$ cat config.mk
export PLATFORM = sky130hd
export DESIGN_NAME = shift_reg_frame_loader
export DESIGN_NICKNAME = d
export VERILOG_FILES = /design/src/rtl/shift_reg_pkg.sv /design/src/rtl/shift_reg_dir.sv /design/src/rtl/shift_reg_frame_loader.sv
export SDC_FILE = /design/constraint.sdc
export NUM_CORES = 1
export LEC_CHECK = 0
export ABC_AREA = 1
export BUFFER_PORTS_ARGS = -buffer_cell sky130_fd_sc_hd__buf_2
export CAP_MARGIN = 20
export CORE_UTILIZATION = 45
export DETAILED_ROUTE_END_ITERATION = 7
export GPL_TIMING_DRIVEN = 0
export SYNTH_ARGS = -nofsm -noshare
export SYNTH_HDL_FRONTEND = slang
export SYNTH_SLANG_ARGS = --single-unit
$ cat constraint.sdc
create_clock -name clk -period 3.1 [get_ports clk]
set_input_delay 0.465 -clock clk [delete_from_list [all_inputs] [get_ports clk]]
set_output_delay 0.465 -clock clk [all_outputs]
set_load 0.01 [all_outputs]
$ cat src/rtl/shift_reg_pkg.sv
`default_nettype none
// ============================================================================
// Module      : shift_reg_pkg
// Description : Shared definitions for the serial frame loader. Holds the
//               FSM state encoding and the bit-order select values.
// Revision    : 1.0 - initial release
// ============================================================================
package shift_reg_pkg;

    localparam int STATE_W = 3;

    typedef enum logic [STATE_W-1:0] {
        ST_IDLE   = 3'd0,
        ST_SHIFT  = 3'd1,
        ST_PARITY = 3'd2,
        ST_DONE   = 3'd3,
        ST_HOLD   = 3'd4
    } state_e;

    localparam logic ORDER_MSB_FIRST = 1'b0;
    localparam logic ORDER_LSB_FIRST = 1'b1;

endpackage
`default_nettype wire

$ cat src/rtl/shift_reg_dir.sv
`default_nettype none
// ============================================================================
// Module      : shift_reg_dir
// Description : N-bit bidirectional shift core. When en is high, d enters
//               at the MSB end (dir = LSB first) or the LSB end (dir = MSB
//               first).
// Ports       : clk, rst (sync, active-high), en (shift enable),
//               dir (bit order), d (serial in), q (parallel contents)
// Revision    : 1.0 - initial release
// ============================================================================
module shift_reg_dir
    import shift_reg_pkg::*;
#(
    parameter int N = 8
) (
    input  logic         clk,
    input  logic         rst,
    input  logic         en,
    input  logic         dir,
    input  logic         d,
    output logic [N-1:0] q
);

    logic [N-1:0] r_q;

    always_ff @(posedge clk) begin
        if (rst) begin
            r_q <= '0;
        end else if (en) begin
            if (dir == ORDER_LSB_FIRST) begin
                r_q <= {d, r_q[N-1:1]};
            end else begin
                r_q <= {r_q[N-2:0], d};
            end
        end
    end

    assign q = r_q;

endmodule
`default_nettype wire

$ cat src/rtl/shift_reg_frame_loader.sv
`default_nettype none
// ============================================================================
// Module      : shift_reg_frame_loader
// Description : Framed serial-to-parallel input register for the DAC path.
//               Collects N bits while frame is high, then updates dout
//               atomically and pulses dout_valid the cycle after. Short
//               frames and strobes after completion pulse frame_err.
// Ports       : clk, rst (sync, active-high), frame, en, d, lsb_first,
//               dout[N-1:0], dout_valid, busy, frame_err
// Config      : SHIFT_REG_FRAME_PARITY_EN - when defined, an even-parity
//               bit follows the N data bits and is checked before loading.
// Revision    : 1.0 - initial release
// ============================================================================
module shift_reg_frame_loader
    import shift_reg_pkg::*;
#(
    parameter int           N        = 8,
    parameter logic [N-1:0] RST_CODE = '0
) (
    input  logic         clk,
    input  logic         rst,
    input  logic         frame,
    input  logic         en,
    input  logic         d,
    input  logic         lsb_first,
    output logic [N-1:0] dout,
    output logic         dout_valid,
    output logic         busy,
    output logic         frame_err
);

    localparam int            CW         = $clog2(N + 1);
    localparam logic [CW-1:0] c_CNT_LAST = CW'(N - 1);

    state_e        r_state;
    logic          r_order;
    logic [CW-1:0] r_cnt;
    logic [N-1:0]  r_dout;
    logic          r_valid;
    logic          r_err;

    logic [N-1:0]  w_buf;
    logic          w_shift_en;
    logic          w_dir;

    // Bits are only accepted while the frame is open and we are collecting
    // data. The first bit can arrive in IDLE, before order_q has been
    // latched, so the live lsb_first input steers that one.
    assign w_shift_en = frame && en && ((r_state == ST_IDLE) || (r_state == ST_SHIFT));
    assign w_dir      = (r_state == ST_IDLE) ? lsb_first : r_order;

    shift_reg_dir #(
        .N (N)
    ) u_core (
        .clk (clk),
        .rst (rst),
        .en  (w_shift_en),
        .dir (w_dir),
        .d   (d),
        .q   (w_buf)
    );

    always_ff @(posedge clk) begin
        if (rst) begin
            r_state <= ST_IDLE;
            r_order <= ORDER_MSB_FIRST;
            r_cnt   <= '0;
            r_dout  <= RST_CODE;
            r_valid <= 1'b0;
            r_err   <= 1'b0;
        end else begin
            r_valid <= 1'b0;
            r_err   <= 1'b0;
            case (r_state)
                ST_IDLE: begin
                    if (frame) begin
                        r_state <= ST_SHIFT;
                        r_order <= lsb_first;
                        r_cnt   <= en ? CW'(1) : '0;
                    end
                end
                ST_SHIFT: begin
                    if (!frame) begin
                        // Short frame: partial buffer is simply abandoned.
                        r_err   <= 1'b1;
                        r_state <= ST_IDLE;
                    end else if (en) begin
                        r_cnt <= r_cnt + CW'(1);
                        if (r_cnt == c_CNT_LAST) begin
`ifdef SHIFT_REG_FRAME_PARITY_EN
                            r_state <= ST_PARITY;
`else
                            r_state <= ST_DONE;
`endif
                        end
                    end
                end
`ifdef SHIFT_REG_FRAME_PARITY_EN
                ST_PARITY: begin
                    if (!frame) begin
                        r_err   <= 1'b1;
                        r_state <= ST_IDLE;
                    end else if (en) begin
                        if (^{w_buf, d} == 1'b0) begin
                            r_state <= ST_DONE;
                        end else begin
                            r_err   <= 1'b1;
                            r_state <= ST_HOLD;
                        end
                    end
                end
`endif
                ST_DONE: begin
                    r_dout  <= w_buf;
                    r_valid <= 1'b1;
                    r_state <= ST_HOLD;
                end
                ST_HOLD: begin
                    if (!frame) begin
                        r_state <= ST_IDLE;
                    end else if (en) begin
                        // Overrun: extra strobe after a complete word.
                        r_err <= 1'b1;
                    end
                end
                default: begin
                    r_state <= ST_IDLE;
                end
            endcase
        end
    end

    assign dout       = r_dout;
    assign dout_valid = r_valid;
    assign frame_err  = r_err;
    assign busy       = (r_state == ST_SHIFT) || (r_state == ST_PARITY);

endmodule
`default_nettype wire

# Yosys cells after proc, flatten, opt, wreduce, memory -nomap -nowiden
# Cells that the tools add are included.
dict set report word_totals {
  out_inout_bits 11
  regBits 26
}
dict set report op_classes {
  muxes 18
  n_addsub 1
  n_reduce_logical 9
  n_eq_ne 11
}
# operator count
set ops {}
lappend ops {{3-bit 2-to-1 mux} 5}
lappend ops {{4-bit 2-to-1 mux} 3}
lappend ops {{3-bit case mux with 4 select lines} 1}
lappend ops {{8-bit 2-to-1 mux} 1}
lappend ops {{2-bit != test, second input constant} 4}
lappend ops {{4-bit case mux with 2 select lines} 1}
lappend ops {{4-bit AND reduction} 2}
lappend ops {{3-bit by 2-bit == test with 1-bit output, second input constant} 2}
lappend ops {{1-bit 2-to-1 mux} 6}
lappend ops {{4-bit by 1-bit adder with 4-bit output, second input constant} 1}
lappend ops {{4-bit by 3-bit == test with 1-bit output, second input constant} 1}
lappend ops {{3-bit by 1-bit == test with 1-bit output, second input constant} 1}
lappend ops {{3-bit == test, second input constant} 1}
lappend ops {{3-bit zero test} 1}
lappend ops {{3-bit by 2-bit != test with 1-bit output, second input constant} 1}
lappend ops {{3-bit != test, second input constant} 1}
lappend ops {{1-bit logical AND} 2}
lappend ops {{1-bit logical OR} 2}
lappend ops {{1-bit case mux with 2 select lines} 1}
lappend ops {{2-bit AND reduction} 1}
lappend ops {{2-bit nonzero test} 1}

# Longest topological paths before layout
# Gate-level depths: netlist of run 1.
dict set report logic_depth {
  ltp_word 5
  depth_mapped 9
  ltp_nobuf 8
}

# Hierarchy
# A second synthesis of run 1 with hierarchy kept.
dict set report unflattened {
  cells_unflattened 186
  area_unflattened_um2 1280.0
}
# module seq_area_each_um2 n_inst area_each_um2 cells_each
set modules_own_cells {}
lappend modules_own_cells {shift_reg_frame_loader 360.3 1 837.1 117}
lappend modules_own_cells {shift_reg_dir 160.2 1 442.9 69}

# Worst setup path after synthesis of run 1
# Ideal clock, no wire load.
dict set report synth_path {
  path_type {register -> output}
  from {reg r_state[1]}
  to {out busy}
  slack_ns 1.812
  stages_incl_launch_ff 3
  t_arrival_ns 0.823
  path_cell_list {dfxtp_1 > nor2_1 > nor3b_1}
}
dict set report synth_via {
  elab_chain_len 2
  word_cells_on_any_way 3
}
# element line
set synth_rtl {}
lappend synth_rtl {{from (decl)} shift_reg_frame_loader.sv:35} ;# state_e r_state;
lappend synth_rtl {{from (signal assigned)} shift_reg_frame_loader.sv:65} ;# r_state <= ST_IDLE;
lappend synth_rtl {{from (signal assigned)} shift_reg_frame_loader.sv:77} ;# r_state <= ST_SHIFT;
lappend synth_rtl {{from (signal assigned)} shift_reg_frame_loader.sv:86} ;# r_state <= ST_IDLE;
lappend synth_rtl {{3-bit by 1-bit == test with 1-bit output or 3-bit by 2-bit == test with 1-bit output (tied branches)} shift_reg_frame_loader.sv:136} ;# assign busy = (r_state == ST_SHIFT) || (r_state == ST_PARITY);
lappend synth_rtl {{1-bit logical OR *} shift_reg_frame_loader.sv:136}
lappend synth_rtl {{to (decl)} shift_reg_frame_loader.sv:28} ;# output logic busy,
# Mark *: on every way between the ends. The rest lies on a longest branch, timed or not.

# Final worst setup path of run 1
dict set report layout_path {
  from {reg r_state[0]}
  to {out busy}
}
# The elaborated chain is that of the path after synthesis.

==> impl_metrics.tcl, run 1 <==
set metrics [dict create \
    status "completed" \
    postCtsResizedCells 0 \
    antenna_found_initial 0 \
    synth_top_area_frac 0.416 \
    clockBufferDepth 2 \
    synth_area_leader_cell "dfxtp_1" \
    leakagePower_nw 0.700 \
    fin_crit_ns 1.73 \
    finalSetupViolCount 0 \
    cts-hold-fix-buffers 0 \
    crit_slowest_cell "dfxtp_1" \
    placed_cell_area_sq_um 1370 \
    final_common_cell "nand3_1" \
    max-cap-violations 0 \
    pwr-share-seq 0.573 \
    htree_levels 1 \
    ys_warn_count 0 \
    ctsRootBufferMaster "clkbuf_4" \
    drive_above_1_share 0.178 \
    stdcell_area_sq_um 1410 \
    post_drt_wl_per_cell_microns 11.8 \
    die_w_microns 54.8 \
    worstPathArrival_ns 1.26 \
    die_area_sq_um 3000 \
    drc 0 \
    max-vdd-ir-drop_v 0.000412 \
    initial_core_util 0.492 \
    tightest_slew_ns 0.473 \
    report.final.slew_viol_count 0 \
    worst_ep_required_time_ns 2.63 \
    grt_pass1_vias 982 \
    hold_viol 0 \
    period_share 0.557 \
    switching_power_w 0.000176 \
    holdWs_ns 0.444 \
    grt_overflow 0 \
    grt_max_degree 15 \
    power_density_nw_per_um2 447 \
    swShare 0.280 \
    synth_fp_nets 184 \
    synth.area.top_cells "dfxtp_1 42%, nand3_1 12%, nor2_1 9.0%" \
    worstHoldPathType "input pin to flop" \
    synth_cell_type_count 21 \
    max_freq_mhz 579 \
    start_kind "flop" \
    relSlewSlack 0.685 \
    end_kind "output port" \
    chipHeight_microns 54.8 \
    io_pins 17 \
    nets 205 \
    cp_cell_sequence "nor2_1, nor3b_1, buf_2" \
    crit_fanout 5 \
    dpl_worst_slack_ns 1.64 \
    netlist_area_sq_um 1250 \
    vias 1180 \
    core_sq_um 2540 \
    final_util 0.553 \
    max_stage_delay_ns 0.49 \
    drtIter0Drc 25 \
    drtPass1Iterations 4 \
    pwr-share-clk 0.279 \
    place.gp.congestion 0.729 \
    critical_path_class "flop to output port" \
    hpwl_microns 2010 \
    fin_worst_skew_ns 0.00494 \
    rsz0062_at_grt "no" \
    most-common-layout-cells "31 x nand3_1, 30 x nor2_1, 26 x dfxtp_1" \
    avgSynthCellArea_sq_um 7.08 \
    layout_setup_ws_ns 1.37 \
    grt_usage 0.196 \
    area_growth_pct 12.3 \
    seq_area_frac_synth 0.416 \
    worstSkewPairLatency_ns 0.33 \
    cts_tree "built" \
    cts_made_buffers 3 \
    path_clk_slew_ns 0.14 \
    internal_power_w 0.000453 \
    num_antenna_cells 0 \
    cts_sinks 26 \
    synth-seq-cells 26 \
    drtAntennaViolNets 0 \
    netlist_instances 177 \
    rows 18 \
    grt_pass1_wl_microns 4170 \
    viasPerCell 5.20 \
    fin_tns_setup_ns 0 \
    post_cts_buffers 0 \
    drt-total-wl_microns 2670 \
    port_buffers 16 \
    p_comb_frac 0.148 \
]
-- worst max-delay path: cells and delay by family (launching register included) --
| kind | cells | cell delay (ns) |
|---|---|---|
| buf+inv | 1 | 0.16 |
| simple gates | 2 | 0.29 |
| flops | 1 | 0.49 |
-- sequential cells by signal, indices dropped and copies added, names as in the netlist --
signal	flops
r_cnt	4
dout	8
r_order	1
frame_err	1
r_state	3
u_core.q	8
dout_valid	1
-- routing by layer --
metal	share of wire	wire length [microns]	track usage	up-vias
met5	0	0	0	-
met4	0.0071	19	0.0256	0
met3	0.040	108	0.0583	2
met2	0.50	1350	0.353	19
met1	0.45	1190	0.231	544
li1	-	-	-	615
-- path summary, 6_finish.rpt --
kind | start | endpoint | slack, ns | cells after the start
setup / recovery | r_state[0] | busy | 1.37 | 3
hold / removal | frame | r_state[2] | 0.44 | 3
setup reg to reg | r_state[2] | u_core.q[6] | 1.84 | 6
hold reg to reg | u_core.q[7] | dout[7] | 0.50 | 2
-- cell families (layout without fill, tap and decap cells) --
logic type	Yosys count	in the layout	share of synthesized area
compound gates	25	25	0.0999
fa+ha+maj	1	1	0.00999
buf+inv	27	47	0.0899
flops	26	26	0.416
simple gates	98	98	0.385
-- through the flow --
stage / total power (W) / instances
6_report: 0.000629 / 227
5_1_grt: 0.000659 / 227
4_1_cts: 0.000633 / 227
3_5_place_dp: 0.000460 / 223
3_3_place_gp: 0.000458 / 223
2_1_floorplan: 0.000434 / 177
-- power groups by stage --
| stage | Sequential, W | Combinational (W) | Clock, W |
|---|---|---|---|
| after global placement | 0.000367 | 0.0000908 | 0 |
| final | 0.000360 | 0.0000929 | 0.000175 |
| after floorplan | 0.000365 | 0.0000694 | 0 |
| after global routing | 0.000363 | 0.000105 | 0.000192 |
| after detailed placement | 0.000368 | 0.0000925 | 0 |
| after CTS | 0.000360 | 0.0000928 | 0.000180 |
-- cell type report --
class,count,area [sq um]
fill,278,1140
multi-input combinational,124,619
sequential,26,520
inverter,23,86.3
timing repair buffer,16,80.1
tap,30,37.5
clock buffer,4,36.3
buffer,4,26.3
-- cells in the mapped netlist (all sizes together) --
library cell	number
clkbuf	2
nand3	35
nor3b	1
and2	1
a21oi	14
nor2	31
dfxtp	26
o21ai	11
inv	22
ha	1
nand2	30
buf	2
clkinv	1
(Power assumes the default switching activity.)
==> run 2, diff against run 1 <==
ABC_AREA = 0   (was 1)
clock period = 1.7 ns   (was 3.1 ns; I/O delays follow)
==> run 2 against run 1 <==
Compared with the run above: via count shrank 8.2%; utilization grew 1.1 points; flip-flop and latch count is the same; critical path type is now flop to flop; largest cell class unchanged.
==> impl_metrics.tcl, run 2 <==
set metrics [dict create \
    timing.rr.start "r_state[1]" \
    chipHeight_microns 54.6 \
    synth_most_common_cell "dfxtp_1" \
    clockBufferDepth 2 \
    fin_crit_ns 1.64 \
    relSlewSlack 0.662 \
    cp_cell_sequence "buf_6, or3b_4, or4_4, a21oi_2" \
    crit_cells 4 \
    synth_area_leader_cell "dfxtp_1" \
    max-vdd-ir-drop_v 0.000513 \
    htree_levels 1 \
    io_pins 17 \
    area_growth_pct 15.1 \
    synth_cell_type_count 34 \
    max-cap-violations 0 \
    post_drt_wl_per_cell_microns 15.1 \
    core_sq_um 2540 \
    pwr-share-seq 0.592 \
    rsz0062_at_grt "no" \
    drtPass1Iterations 4 \
    power_density_nw_per_um2 769 \
    avgSynthCellArea_sq_um 9.37 \
    drtIter0Drc 52 \
    layout_setup_ws_ns 0.0646 \
    port_buffers 14 \
    reg2regPathDepth 4 \
    path_buf_inv 1 \
    report.final.slew_viol_count 0 \
    drtAntennaViolNets 0 \
    drc 0 \
    critical_path_class "flop to flop" \
    max_stage_delay_ns 0.52 \
    nets 159 \
    place.gp.congestion 0.762 \
    cts-hold-fix-buffers 0 \
    synthArstFlopShare 0 \
    synth_fp_nets 140 \
    path_clk_slew_ns 0.13 \
    end_kind "flop" \
    grt_max_degree 15 \
    die_area_sq_um 2980 \
    hold_viol 0 \
    worst_ep_required_time_ns 1.97 \
    grt_pass1_wl_microns 4240 \
    finalSetupViolCount 0 \
    crit_slowest_cell "or4_4" \
    pwr-share-clk 0.286 \
    leakagePower_nw 0.601 \
    synthFlopType "dfxtp_1" \
    grt_usage 0.202 \
    most-common-layout-cells "25 x dfxtp_1, 21 x nor2_1, 17 x buf_2" \
    synth-seq-cells 26 \
    cp-startpoint "r_state[1]" \
    max_freq_mhz 611 \
    cts_tree "built" \
    hpwl_microns 1860 \
    swShare 0.254 \
    drt-total-wl_microns 2740 \
    final_common_cell "dfxtp_1" \
    ys_warn_count 0 \
    antenna_found_initial 0 \
    worstPathArrival_ns 1.90 \
    period_share 0.962 \
    holdWs_ns 0.218 \
    synth_edf_count 0 \
    ctsRootBufferMaster "clkbuf_4" \
    viasPerCell 5.98 \
    ff2ff_setup_slack_ns 0.06 \
    grt_overflow 0 \
    internal_power_w 0.000822 \
    crit_end "r_cnt[1]" \
    switching_power_w 0.000280 \
    netlist_instances 133 \
    vias 1083 \
    synth.area.top_cells "dfxtp_1 42%, mux2_2 7.2%, a222oi_1 6.4%" \
    cts_made_buffers 3 \
    fin_worst_skew_ns 0.00390 \
    r2r-end "r_cnt[1]" \
    synth_top_area_frac 0.418 \
    seq_area_frac_synth 0.418 \
    synth_commonest_cells "26 x dfxtp_1, 21 x nor2_1" \
    worstHoldPathType "input pin to flop" \
    p_comb_frac 0.122 \
    holdPathStages 3 \
    crit_fanout 10 \
    drive_above_1_share 0.272 \
    num_antenna_cells 0 \
    fin_tns_setup_ns 0 \
    netlist_area_sq_um 1250 \
    dpl_worst_slack_ns -0.0919 \
    status "completed" \
    start_kind "flop" \
    worstSkewPairLatency_ns 0.33 \
    rows 18 \
    die_w_microns 54.6 \
    tightest_slew_ns 0.507 \
    crit_family "simple AND/OR/NAND/NOR gates" \
    grt_pass1_vias 920 \
    initial_core_util 0.490 \
    cts_sinks 26 \
]
[run 2: changes by cell type after synthesis, sizes merged, moves of 7 or more]
cell | previous run | this run
a211oi | 0 | 8
a21oi | 14 | 4
a222oi | 0 | 8
clkbuf | 2 | 9
inv | 22 | 1
mux2 | 0 | 8
mux2i | 0 | 8
nand2 | 30 | 3
nand3 | 35 | 5
nor2 | 31 | 21
[run 2: layout make-up]
class                           count  area [sq um]
Tap cell                           30          37.5
Buffer                             10          56.3
Multi-Input combinational cell     93           686
Timing Repair Buffer               17          92.6
Inverter                            1          3.75
Fill cell                         252          1110
Clock buffer                        4          36.3
Sequential cell                    26           522
[run 2: through the flow]
| step | util | std cells | area [sq um] | power (W) |
|---|---|---|---|---|
| final | 0.563 | 181 | 1430 | 0.00110 |
| after CTS | 0.553 | 180 | 1410 | 0.00112 |
| after detailed placement | 0.532 | 177 | 1350 | 0.000788 |
| after floorplan | - | 133 | 1250 | 0.000752 |
| after global placement | 0.532 | 177 | 1350 | 0.000785 |
| after global routing | 0.563 | 181 | 1430 | 0.00116 |
[run 2: cells by family after synthesis]
group                      after synthesis  synth area share
AOI/OAI and AO/OA                       28             0.165
xor gates and xnor gates                 1           0.00703
adders and majority gates                1            0.0100
buffers and inverters                   14            0.0542
DFF                                     26             0.418
muxes                                   16             0.137
and+or+nand+nor                         47             0.210
[run 2: power by group through the flow]
stage / Combinational [W] / Sequential (W) / Clock, W
5_1_grt: 0.000151 / 0.000656 / 0.000352
6_report: 0.000134 / 0.000653 / 0.000315
4_1_cts: 0.000132 / 0.000648 / 0.000337
2_1_floorplan: 0.0000968 / 0.000655 / 0
3_5_place_dp: 0.000127 / 0.000661 / 0
3_3_place_gp: 0.000124 / 0.000660 / 0
[run 2: how the worst min path moves through the flow]
stage	from	end	slack (ns)
4_1_cts	frame	r_state[1]	0.20
2_1_floorplan	frame	r_state[1]	0.39
6_report	frame	r_state[1]	0.22
5_1_grt	frame	r_state[1]	0.21
3_5_place_dp	r_cnt[3]	r_state[1]	0.47
3_3_place_gp	r_cnt[3]	r_state[1]	0.45
[run 2: per-layer routing]
metal  wire length, microns  vias to the layer above  GRT usage
li1                       -                      532          -
met1                   1330                      520      0.290
met2                   1270                       26      0.299
met4                     37                        0     0.0855
met5                      0                        -          0
met3                     95                        5     0.0250
[run 2: timing repair]
item / in CTS / in global routing
endpoints found under the hold margin: 0 / 0
pin swaps: 0 / 4
buffers inserted: 0 / 3
cloned: 0 / 0
endpoints found under the setup margin: 12 / 10
resized for setup: 4 / 5
[run 2: worst reg2reg max path, stage by stage (launching register included)]
cell and delay (ns):
dfxtp_2 0.35, buf_6 0.14, or3b_4 0.44, or4_4 0.52
a21oi_2 0.13
==> run 3, diff against run 2 <==
CTS_CLUSTER_SIZE = 8   (was not set)
RECOVER_POWER = 50   (was not set)
==> run 3 against run 2 <==
Compared with the run above: sequential power barely moved; combinational power barely moved; flip-flop and latch count did not move; clock-buffer cell count did not move; worst hold slack barely moved; setup slack barely moved; clock power barely moved; global-route usage did not move; via count barely moved; power barely moved; critical path type unchanged; highest routed layer unchanged.
==> impl_metrics.tcl, run 3 (synthesis results as in run 2) <==
set metrics [dict create \
    max_freq_mhz 611 \
    cp_cell_sequence "buf_6, or3b_4, or4_4, a21oi_2" \
    post_drt_wl_per_cell_microns 15.3 \
    power_density_nw_per_um2 776 \
    hpwl_microns 1860 \
    dpl_worst_slack_ns -0.0919 \
    grt_pass1_vias 920 \
    timing.rr.start "r_state[1]" \
    path_clk_slew_ns 0.13 \
    cp-startpoint "r_state[1]" \
    report.final.slew_viol_count 0 \
    crit_slowest_cell "or4_4" \
    dp.cells 177 \
    max-cap-violations 0 \
    internal_power_w 0.000822 \
    pwr-share-seq 0.592 \
    crit_fanout 10 \
    rows 18 \
    worstPathArrival_ns 1.90 \
    rsz0062_at_grt "no" \
    grt_pass1_wl_microns 4240 \
    viasPerCell 5.99 \
    pwr-share-clk 0.286 \
    finalNonFillerCells 181 \
    worstSkewPairLatency_ns 0.33 \
    grt_max_degree 15 \
    drc 0 \
    clockBufferDepth 2 \
    max-vdd-ir-drop_v 0.000514 \
    min-delay-start "frame" \
    most-common-layout-cells "25 x dfxtp_1, 21 x nor2_1, 15 x clkbuf_1" \
    grt_overflow 0 \
    hold_viol 0 \
    status "completed" \
    final_common_cell "dfxtp_1" \
    cts-hold-fix-buffers 0 \
    start_kind "flop" \
    port_buffers 14 \
    critical_path_class "flop to flop" \
    placed_cell_area_sq_um 1350 \
    num_antenna_cells 0 \
    layout_setup_ws_ns 0.0645 \
    grt_usage 0.202 \
    drt-total-wl_microns 2760 \
    core_sq_um 2540 \
    crit_family "simple AND/OR/NAND/NOR gates" \
    die_area_sq_um 2980 \
    place.gp.congestion 0.762 \
    p_comb_frac 0.121 \
    htree_levels 1 \
    ctsRootBufferMaster "clkbuf_4" \
    end_kind "flop" \
    cts_tree "built" \
    drtAntennaViolNets 0 \
    antenna_found_initial 0 \
    area_growth_pct 14.1 \
    switching_power_w 0.000281 \
    die_w_microns 54.6 \
    fin_worst_skew_ns 0.00504 \
    worst_ep_required_time_ns 1.97 \
    drtPass1Iterations 4 \
    initial_core_util 0.490 \
    stdcell_area_sq_um 1420 \
    relSlewSlack 0.663 \
    max_stage_delay_ns 0.52 \
    period_share 0.962 \
    drtIter0Drc 47 \
    io_pins 17 \
    vias 1084 \
    fin_tns_setup_ns 0 \
    worstHoldPathType "input pin to flop" \
    leakagePower_nw 0.556 \
    nets 159 \
    path_buf_inv 1 \
    chipHeight_microns 54.6 \
    cts_made_buffers 3 \
    n_fill_cell 257 \
    finalSetupViolCount 0 \
    tightest_slew_ns 0.505 \
    swShare 0.254 \
    drive_above_1_share 0.205 \
    fin_crit_ns 1.64 \
    cts_sinks 26 \
]
run 3: stage by stage:
stage,hold WS [ns],power (W),utilization
finish,0.218,0.00110,0.559
global placement,0.454,0.000785,0.532
detailed placement,0.468,0.000788,0.532
floorplan,0.391,0.000752,-
global route,0.205,0.00116,0.559
CTS,0.203,0.00112,0.553
run 3: power groups by stage:
stage / Combinational [W] / Sequential [W] / Clock, W
floorplan: 0.0000968 / 0.000655 / 0
global placement: 0.000124 / 0.000660 / 0
detailed placement: 0.000127 / 0.000661 / 0
CTS: 0.000132 / 0.000648 / 0.000337
global route: 0.000151 / 0.000656 / 0.000352
finish: 0.000134 / 0.000653 / 0.000316
run 3: worst register-to-register path, delay by kind of cell (launching register included):
family	cells	cell delay (ns)
AOI/OAI and AO/OA	1	0.13
and+or+nand+nor	2	0.96
buffers and inverters	1	0.14
DFF	1	0.35
run 3: final timing paths:
kind | endpoint | slack [ns] | cells past startpoint
max | r_cnt[1] | 0.06 | 4
min | r_state[1] | 0.22 | 3
max reg2reg | r_cnt[1] | 0.06 | 4
min reg2reg | r_state[1] | 0.48 | 1
run 3: timing repair:
item / in CTS / in global routing
setup buffers: 0 / 3
hold endpoints to repair: 0 / 0
pin swaps: 0 / 4
resized for setup: 4 / 5
setup endpoints to repair: 12 / 10
run 3: layout make-up:
type	instances	area, sq um	area share
multi-input cells	93	686	0.482
flip-flops and latches	26	522	0.367
repair buffers	17	80.1	0.0563
plain buffers	10	56.3	0.0396
well taps	30	37.5	0.0264
clock buffers	4	36.3	0.0255
inverters	1	3.75	0.00264
run 3: layer usage:
metal	wire, microns	GRT usage	part of all wire
met1	1340	0.290	0.49
met2	1270	0.299	0.46
met3	108	0.0250	0.039
met4	37	0.0855	0.013
met5	0	0	0
